===== config.mk =====
export PLATFORM = sky130hd
export DESIGN_NAME = matmul_controller
export DESIGN_NICKNAME = d
export VERILOG_FILES = /design/src/rtl/matmul_pkg.sv /design/src/rtl/matmul_controller_mac_unit.sv /design/src/rtl/matmul_controller.sv
export SDC_FILE = /design/constraint.sdc
export NUM_CORES = 1
export LEC_CHECK = 0
export ABC_AREA = 1
export CAP_MARGIN = 20
export CORE_UTILIZATION = 35
export CTS_CLUSTER_DIAMETER = 200
export DETAILED_ROUTE_END_ITERATION = 6
export PLACE_DENSITY = 0.63
export SYNTH_ARGS = -nofsm -noshare
export SYNTH_HDL_FRONTEND = slang
export SYNTH_SLANG_ARGS = --single-unit

===== constraint.sdc =====
create_clock -name clk -period 5.2 [get_ports clk]
set_clock_uncertainty 0.05 [all_clocks]
set_input_delay 1.04 -clock clk [delete_from_list [all_inputs] [get_ports clk]]
set_output_delay 1.04 -clock clk [all_outputs]
set_load 0.03 [all_outputs]

===== src/rtl/matmul_pkg.sv =====
// Shared definitions for the matrix multiply sequencer.
//   state_t  : sequencer states (IDLE=0, MAC=1, WRITE=2, DONE=3)
//   ADDR_W   : memory address width (6 bits, 64 elements)
//   rm_addr  : row-major element address, row*n+col
package matmul_pkg;

   typedef enum logic [1:0] {
      IDLE  = 2'd0,
      MAC   = 2'd1,
      WRITE = 2'd2,
      DONE  = 2'd3
   } state_t;

   localparam int ADDR_W = 6;

   function automatic logic [ADDR_W-1:0] rm_addr(input int row, input int col, input int n);
      return ADDR_W'(row * n + col);
   endfunction

endpackage


===== src/rtl/matmul_controller_mac_unit.sv =====
// Multiply-accumulate unit for the matrix multiply sequencer.
// Ports:
//   clk, rst   : clock, synchronous active-low reset
//   clr        : clear acc on the next edge (wins over en)
//   en         : add a*b into acc on the next edge
//   a, b       : unsigned operands (SIZE bits)
//   acc        : accumulator (ACC_W bits, sized so it cannot overflow)
//   result     : acc reduced to SIZE bits; saturates to all-ones when
//                MATMUL_SATURATE_EN is defined, otherwise truncates.
module mac_unit #(
   parameter int SIZE  = 8,
   parameter int ACC_W = 18
) (
   input  logic             clk,
   input  logic             rst,
   input  logic             clr,
   input  logic             en,
   input  logic [SIZE-1:0]  a,
   input  logic [SIZE-1:0]  b,
   output logic [ACC_W-1:0] acc,
   output logic [SIZE-1:0]  result
);

   logic [2*SIZE-1:0] prod;

   assign prod = {{SIZE{1'b0}}, a} * {{SIZE{1'b0}}, b};

   always_ff @(posedge clk) begin
      if (!rst)
         acc <= '0;
      else if (clr)
         acc <= '0;
      else if (en)
         acc <= acc + {{(ACC_W-2*SIZE){1'b0}}, prod};
   end

`ifdef MATMUL_SATURATE_EN
   // Any bit above the element width means the value does not fit.
   assign result = (|acc[ACC_W-1:SIZE]) ? {SIZE{1'b1}} : acc[SIZE-1:0];
`else
   assign result = acc[SIZE-1:0];
`endif

endmodule


===== src/rtl/matmul_controller.sv =====
// Matrix multiply sequencer: C = A x B for square N x N unsigned matrices,
// one multiply-accumulate per cycle, then one write per C element.
// Optional saturation of results is compiled in with MATMUL_SATURATE_EN.
// Ports:
//   clk, rst          : clock, synchronous active-low reset
//   start             : begin a multiply (accepted only in IDLE)
//   busy, done        : busy in MAC/WRITE; done pulses one cycle at the end
//   a_read/a_addr     : read port of A (a_data is asynchronous read data)
//   b_read/b_addr     : read port of B (b_data is asynchronous read data)
//   c_write/c_addr/c_data : write port of C
module matmul_controller
   import matmul_pkg::*;
#(
   parameter int N    = 2,
   parameter int SIZE = 8
) (
   input  logic              clk,
   input  logic              rst,
   input  logic              start,
   output logic              busy,
   output logic              done,
   output logic              a_read,
   output logic [ADDR_W-1:0] a_addr,
   input  logic [SIZE-1:0]   a_data,
   output logic              b_read,
   output logic [ADDR_W-1:0] b_addr,
   input  logic [SIZE-1:0]   b_data,
   output logic              c_write,
   output logic [ADDR_W-1:0] c_addr,
   output logic [SIZE-1:0]   c_data
);

   localparam int ACC_W = 2*SIZE + $clog2(N) + 1;
   localparam int CW    = (N > 1) ? $clog2(N) : 1;
   localparam logic [CW-1:0] LAST = CW'(N-1);

   state_t          state, state_nx;
   logic [CW-1:0]   i, j, k;
   logic [ACC_W-1:0] acc;
   logic [SIZE-1:0] result;

   // acc is only live in MAC; clearing it everywhere else gives the
   // zero start on acceptance and the per-element clear after WRITE.
   mac_unit #(.SIZE(SIZE), .ACC_W(ACC_W)) u_mac (
      .clk    (clk),
      .rst    (rst),
      .clr    (state != MAC),
      .en     (state == MAC),
      .a      (a_data),
      .b      (b_data),
      .acc    (acc),
      .result (result)
   );

   always_ff @(posedge clk) begin
      if (!rst) begin
         state <= IDLE;
         i     <= '0;
         j     <= '0;
         k     <= '0;
      end else begin
         state <= state_nx;
         case (state)
            MAC:   k <= (k == LAST) ? '0 : k + CW'(1);
            WRITE: begin
               if (j == LAST) begin
                  j <= '0;
                  i <= i + CW'(1);
               end else begin
                  j <= j + CW'(1);
               end
            end
            default: begin
               i <= '0;
               j <= '0;
               k <= '0;
            end
         endcase
      end
   end

   always_comb begin
      state_nx = state;
      busy     = 1'b0;
      done     = 1'b0;
      a_read   = 1'b0;
      b_read   = 1'b0;
      a_addr   = '0;
      b_addr   = '0;
      c_write  = 1'b0;
      c_addr   = '0;
      c_data   = '0;
      case (state)
         IDLE: if (start) state_nx = MAC;
         MAC: begin
            busy   = 1'b1;
            a_read = 1'b1;
            b_read = 1'b1;
            a_addr = rm_addr(int'(i), int'(k), N);
            b_addr = rm_addr(int'(k), int'(j), N);
            if (k == LAST) state_nx = WRITE;
         end
         WRITE: begin
            busy    = 1'b1;
            c_write = 1'b1;
            c_addr  = rm_addr(int'(i), int'(j), N);
            c_data  = result;
            state_nx = (i == LAST && j == LAST) ? DONE : MAC;
         end
         DONE: begin
            done     = 1'b1;
            state_nx = IDLE;
         end
         default: state_nx = IDLE;
      endcase
   end

endmodule


[After elaboration in Yosys (flattened, before gate mapping)]
Index checks and enable logic that the tools add are counted.
Cells by class
  multiplexer cells: 18
  $mul: 1
  add/sub/neg operators: 7
  bitwise gates (word level): 2
  equal/unequal tests: 7
  reductions and logical operators: 6
Operators with widths (count)
  adder 18 x 16 -> 18 bit: 1
  multiplier 8 x 8 -> 16 bit: 1
  adder 2 x 1 -> 3 bit: 3
  2-to-1 mux 3 bit: 3
  2-to-1 mux 8 bit: 1
  one-hot mux 2 bit (4 select lines): 1
  2-to-1 mux 1 bit: 7
  2-to-1 mux 2 bit: 3
  inequality test 2 bit, second input constant: 3
  one-hot mux 1 bit (2 select lines): 3
  == test 2 bit, second input constant: 2
  AND reduction 2 bit: 2
  OR reduction 2 bit: 2
  adder 1 bit, second input constant: 3
  == test 2 x 1 -> 1 bit, second input constant: 1
  logical NOT 2 bit: 1
  inequality test 2 x 1 -> 1 bit, second input constant: 1
  NOT 1 bit: 2
  logical AND 1 bit: 1
Word-level totals
  bits in registers: 23
  input port bits: 19
  logic and storage cells: 46
  output and inout port bits: 31

[Logic depth before layout (Yosys ltp)]
  depth after elaboration: 3
  mapped depth: 22
  gate-level depth less buffers: 21

[Hierarchy]
From an unflattened synthesis, not the netlist that was laid out.
Unflattened totals
  cells, all modules: 622
  area, all modules: 4195.3 µm²
By module, submodules not included
  mac_unit: cells an instance 536, area an instance 3646.0 µm², times used 1, sequential area each 360.3 µm²
  matmul_controller: cells an instance 86, area an instance 549.3 µm², times used 1, sequential area each 100.1 µm²

[Worst setup path after synthesis]
Ideal clock, no wire load.
  path type: input port to flip-flop
  start point: in a_data[1]
  end point: reg u_mac.acc[7]
  arrival time: 4.307 ns
  required time: 5.035 ns
  setup time: 0.115 ns
  path slack: 0.728 ns
  stages: 16
  cells stage by stage: clkbuf_1 > nand2_1 > fa_1 > fa_1 > inv_1 > fa_1 > inv_1 > fa_1 > inv_1 > ha_1 > a21oi_1 > inv_1 > nand2_1 > nand3_1 > a21oi_1 > nor2_1
On the way
  longest elaborated chain between the ends: 2
Ends and longest elaborated chain
  start: declaration: RTL line matmul_controller.sv:24  | input logic [SIZE-1:0] a_data,
  multiplier 8 x 8 -> 16 bit: RTL line matmul_controller_mac_unit.sv:26  | assign prod = {{SIZE{1'b0}}, a} * {{SIZE{1'b0}}, b};
  adder 18 x 16 -> 18 bit: RTL line matmul_controller_mac_unit.sv:34  | acc <= acc + {{(ACC_W-2*SIZE){1'b0}}, prod};
  end signal: assignment: RTL line matmul_controller_mac_unit.sv:34
  end: declaration: RTL line matmul_controller_mac_unit.sv:20  | output logic [ACC_W-1:0] acc,
No other way between the ends.
A chain may end at the register's enable or synchronous reset.

[Worst setup path after layout]
  start point: in b_data[0]
  end point: reg u_mac.acc[7]
On the way
  longest elaborated chain between the ends: 2
Ends and longest elaborated chain
  start: declaration: RTL line matmul_controller.sv:27  | input logic [SIZE-1:0] b_data,
  multiplier 8 x 8 -> 16 bit: RTL line matmul_controller_mac_unit.sv:26
  adder 18 x 16 -> 18 bit: RTL line matmul_controller_mac_unit.sv:34
No other way between the ends.

==> impl_results.rst <==
.. list-table::
   :header-rows: 1

   * - Metric
     - Value
   * - Result of the run
     - complete, no violations
   * - Arrival time at the worst endpoint
     - 5.02 ns
   * - Remaining number of nets flagged by the antenna check after routing
     - 0
   * - Standard cell core area
     - slightly above 5000 µm²
   * - Headroom to the max-slew limit
     - 64.56%
   * - Cell area reported after detailed placement
     - 2255 µm²
   * - Area share of the leading cell type in the synthesized netlist
     - 19.24%
   * - Reg clk slew, reported paths
     - 0.06 ns
   * - Sinks on the clock net
     - 13
   * - Prevailing post-synth register cell
     - dfxtp_1
   * - Number of primary I/O pins
     - 50
   * - Synthesized flop and latch total
     - 13
   * - Sequential area share after synthesis
     - 13.89%
   * - P_leak
     - about 1.3 nW
   * - Global routing met2 resource utilization
     - 23.22%
   * - Worst setup slack after placement
     - 0.02595 ns
   * - Crit path time final
     - 4.928 ns
   * - Register-to-Register Setup Slack
     - 1.50 ns
   * - Die outline height
     - 75.16 µm
   * - Average instance area after synthesis
     - 6.762 µm²
   * - Layer carrying the most global-route usage
     - met2
   * - Detailed-route vias per instance
     - 4.288
   * - Number of clock buffers inserted by TritonCTS
     - 3
   * - Detailed-route via count
     - 1,638
   * - Worst Slack Setup Final
     - 0.2723 ns
   * - Fill cell instance count of the final layout
     - 576
   * - Post-synth top cells
     - nand2_1 (80), inv_1 (77), ha_1 (22)
   * - Footprint of the flip-flops and latches
     - around 260 µm²
   * - Instance count of the mapped netlist
     - 277
   * - Met3 usage
     - 1.606%
   * - Power per standard cell area
     - 341.9 nW/µm²
   * - Max-capacitance violation count
     - 0
   * - Fraction of final layout cells sized beyond drive strength 1
     - roughly 3.5%
   * - RSZ-0062 raised after global routing
     - no
   * - Endpoint kind of the worst setup timing path
     - register
   * - Width of the chip
     - 75.16 µm
   * - Number of global-route vias before repair
     - approximately 1,400
   * - Post-layout instance area
     - 2301 µm²
   * - Post-cts sizing count
     - 0
   * - Critical Path Start Type
     - primary input
   * - Class of the most critical setup path
     - in -> reg
   * - Kind of path behind the tightest hold check
     - reg -> reg
   * - Required time at the worst-slack endpoint
     - 5.29 ns
   * - Hold-fix buffer count after cts
     - 0
   * - Number of buffers inserted by post-CTS setup repair
     - 0
   * - Worst skew pair latency
     - 0.24 ns
   * - Share of flip-flops with an asynchronous set or reset
     - 0%
   * - Starting DRC count in detailed routing
     - 60
   * - Max frequency
     - 202.9 MHz
   * - Die Outline Area
     - ~5600 µm²
   * - Avg WL per Cell
     - between 9 and 10 µm
   * - Antenna violations before repair
     - 0
   * - Post-detailed-route DRC marker count
     - 0
   * - Max H-tree Level
     - 1
   * - All-layer global routing usage
     - 14.63%
   * - Final core occ
     - 44.77%
   * - Combined area of all synthesized cells
     - ~1900 µm²
   * - Count leader, synth
     - nand2_1
   * - Number of warning messages in the yosys log
     - 0
   * - Fraction of the cycle the final worst path needs
     - between 90% and 100%
   * - Starting Density
     - 36.44%
   * - First-pass GRT wire length
     - ~6.3 mm
   * - Area occupied by multi-input gates
     - between 1000 and 1500 µm²
   * - Drt total wl
     - 3.807 mm
   * - Final-report max-slew violation count
     - 0
   * - IO Port Bufs
     - 37
   * - Total negative slack for setup checks
     - 0 ns
   * - Critical Path Fanout Max
     - 9
   * - Global Route met1 Usage
     - between 20% and 30%
   * - Number of cell rows
     - 26
   * - Count of different cell masters after synthesis
     - 24
   * - ANT cells
     - 0
   * - Peak supply drop
     - 0.0002611 V
   * - Clock root cell
     - clkbuf_8
   * - GPL Wtd Cong
     - 0.8061
   * - Area Growth Syn to Fin
     - 22.85%
   * - Final Net Count
     - roughly 370
   * - Maximum number of pins on one net before global-route repair
     - 15
   * - Final setup fails
     - 0
   * - Cell taking the most area after synthesis
     - fa_1
   * - Number of enable flip-flop cells after synthesis
     - 0
   * - First-pass DRT Iterations
     - 5
   * - Measured slew at the worst slew-check pin
     - between 0.5 and 0.6 ns
   * - Final Hold Viols
     - 0
   * - Clk buf depth
     - 2
   * - Final Total Pwr
     - 0.7867 mW
   * - Sum of overflow across all layers after global routing
     - 0
   * - TritonCTS clock tree
     - yes
   * - Total half-perimeter wirelength after legalization and detailed placement
     - 3.164 mm
   * - Main area contributors after synthesis
     - fa_1 (19%), nand2_1 (16%), inv_1 (15%)
-- sequential cells by signal, indices dropped and copies added, names as in the netlist --
name       count
i              1
state          2
k              1
u_mac.acc      8
j              1
-- through the flow --
step                std cells  hold WS [ns]
floorplan                 288        0.4028
global placement          378        0.4165
detailed placement        378        0.4382
CTS                       382        0.4525
global route              382        0.4764
finish                    382        0.4413
-- where the power goes --
group	switching (mW)	total, mW	internal (mW)	leakage [nW]
Sequential	0.0184	0.144	0.126	0.106
Combinational	0.336	0.550	0.213	1.22
Clock	0.0395	0.0925	0.0530	0.0255
Total	0.394	0.787	0.392	1.35
-- kinds of logic (layout without fill, tap and decap cells) --
logic type / count (synthesis) / after routing / synth area share, %
adders and majority gates: 40 / 40 / 33.93
xor gates and xnor gates: 3 / 3 / 1.403
DFF: 13 / 13 / 13.89
AOI/OAI and AO/OA: 17 / 17 / 4.944
other: 1 / 12 / 0.2002
buffers and inverters: 97 / 121 / 22.71
and+or+nand+nor: 106 / 106 / 22.91
-- worst max-delay path: stages --
cell and delay [ns]:
clkdlybuf4s50_1 0.70, nand2_1 0.15, fa_1 0.48, fa_1 0.52, inv_1 0.05, fa_1 0.48, inv_1 0.06, fa_1 0.53
inv_1 0.05, ha_1 0.30, a21oi_1 0.20, inv_1 0.06, nand2_1 0.08, nand3_1 0.10, a21oi_1 0.16, nor2_1 0.06
-- layout make-up --
| cell class | instances | share of cell area, % |
|---|---|---|
| well taps | 70 | 3.806 |
| flip-flops and latches | 13 | 11.31 |
| repair buffers | 39 | 16.75 |
| multi-input cells | 178 | 53.40 |
| inverters | 78 | 12.72 |
| clock buffers | 3 | 1.794 |
| clock inverters | 1 | 0.2175 |
-- metal layers --
metal | wire length [µm] | up-vias
met5 | 0 | -
met4 | 33 | 0
met3 | 163 | 5
met2 | 1650 | 38
met1 | 1959 | 743
li1 | - | 852
-- placed cells by master, fill, tap and decap left out, drive strengths merged, types with 3 or more instances in the layout --
cell and instances:
dfxtp 13, clkdlybuf4s50 37, nand3 13, conb 12
ha 22, fa 18, nand2 82, inv 78
o21ai 5, clkbuf 3, nor2 7, a21oi 10
-- path summary, 6_finish.rpt --
| kind | startpoint | cells past startpoint | endpoint |
|---|---|---|---|
| setup / recovery | b_data[0] | 16 | u_mac.acc[7] |
| hold / removal | state[1] | 1 | state[1] |
| setup reg to reg | u_mac.acc[6] | 15 | u_mac.acc[7] |
| hold reg to reg | state[1] | 1 | state[1] |
Note: power is estimated with default switching activity, not from simulation.
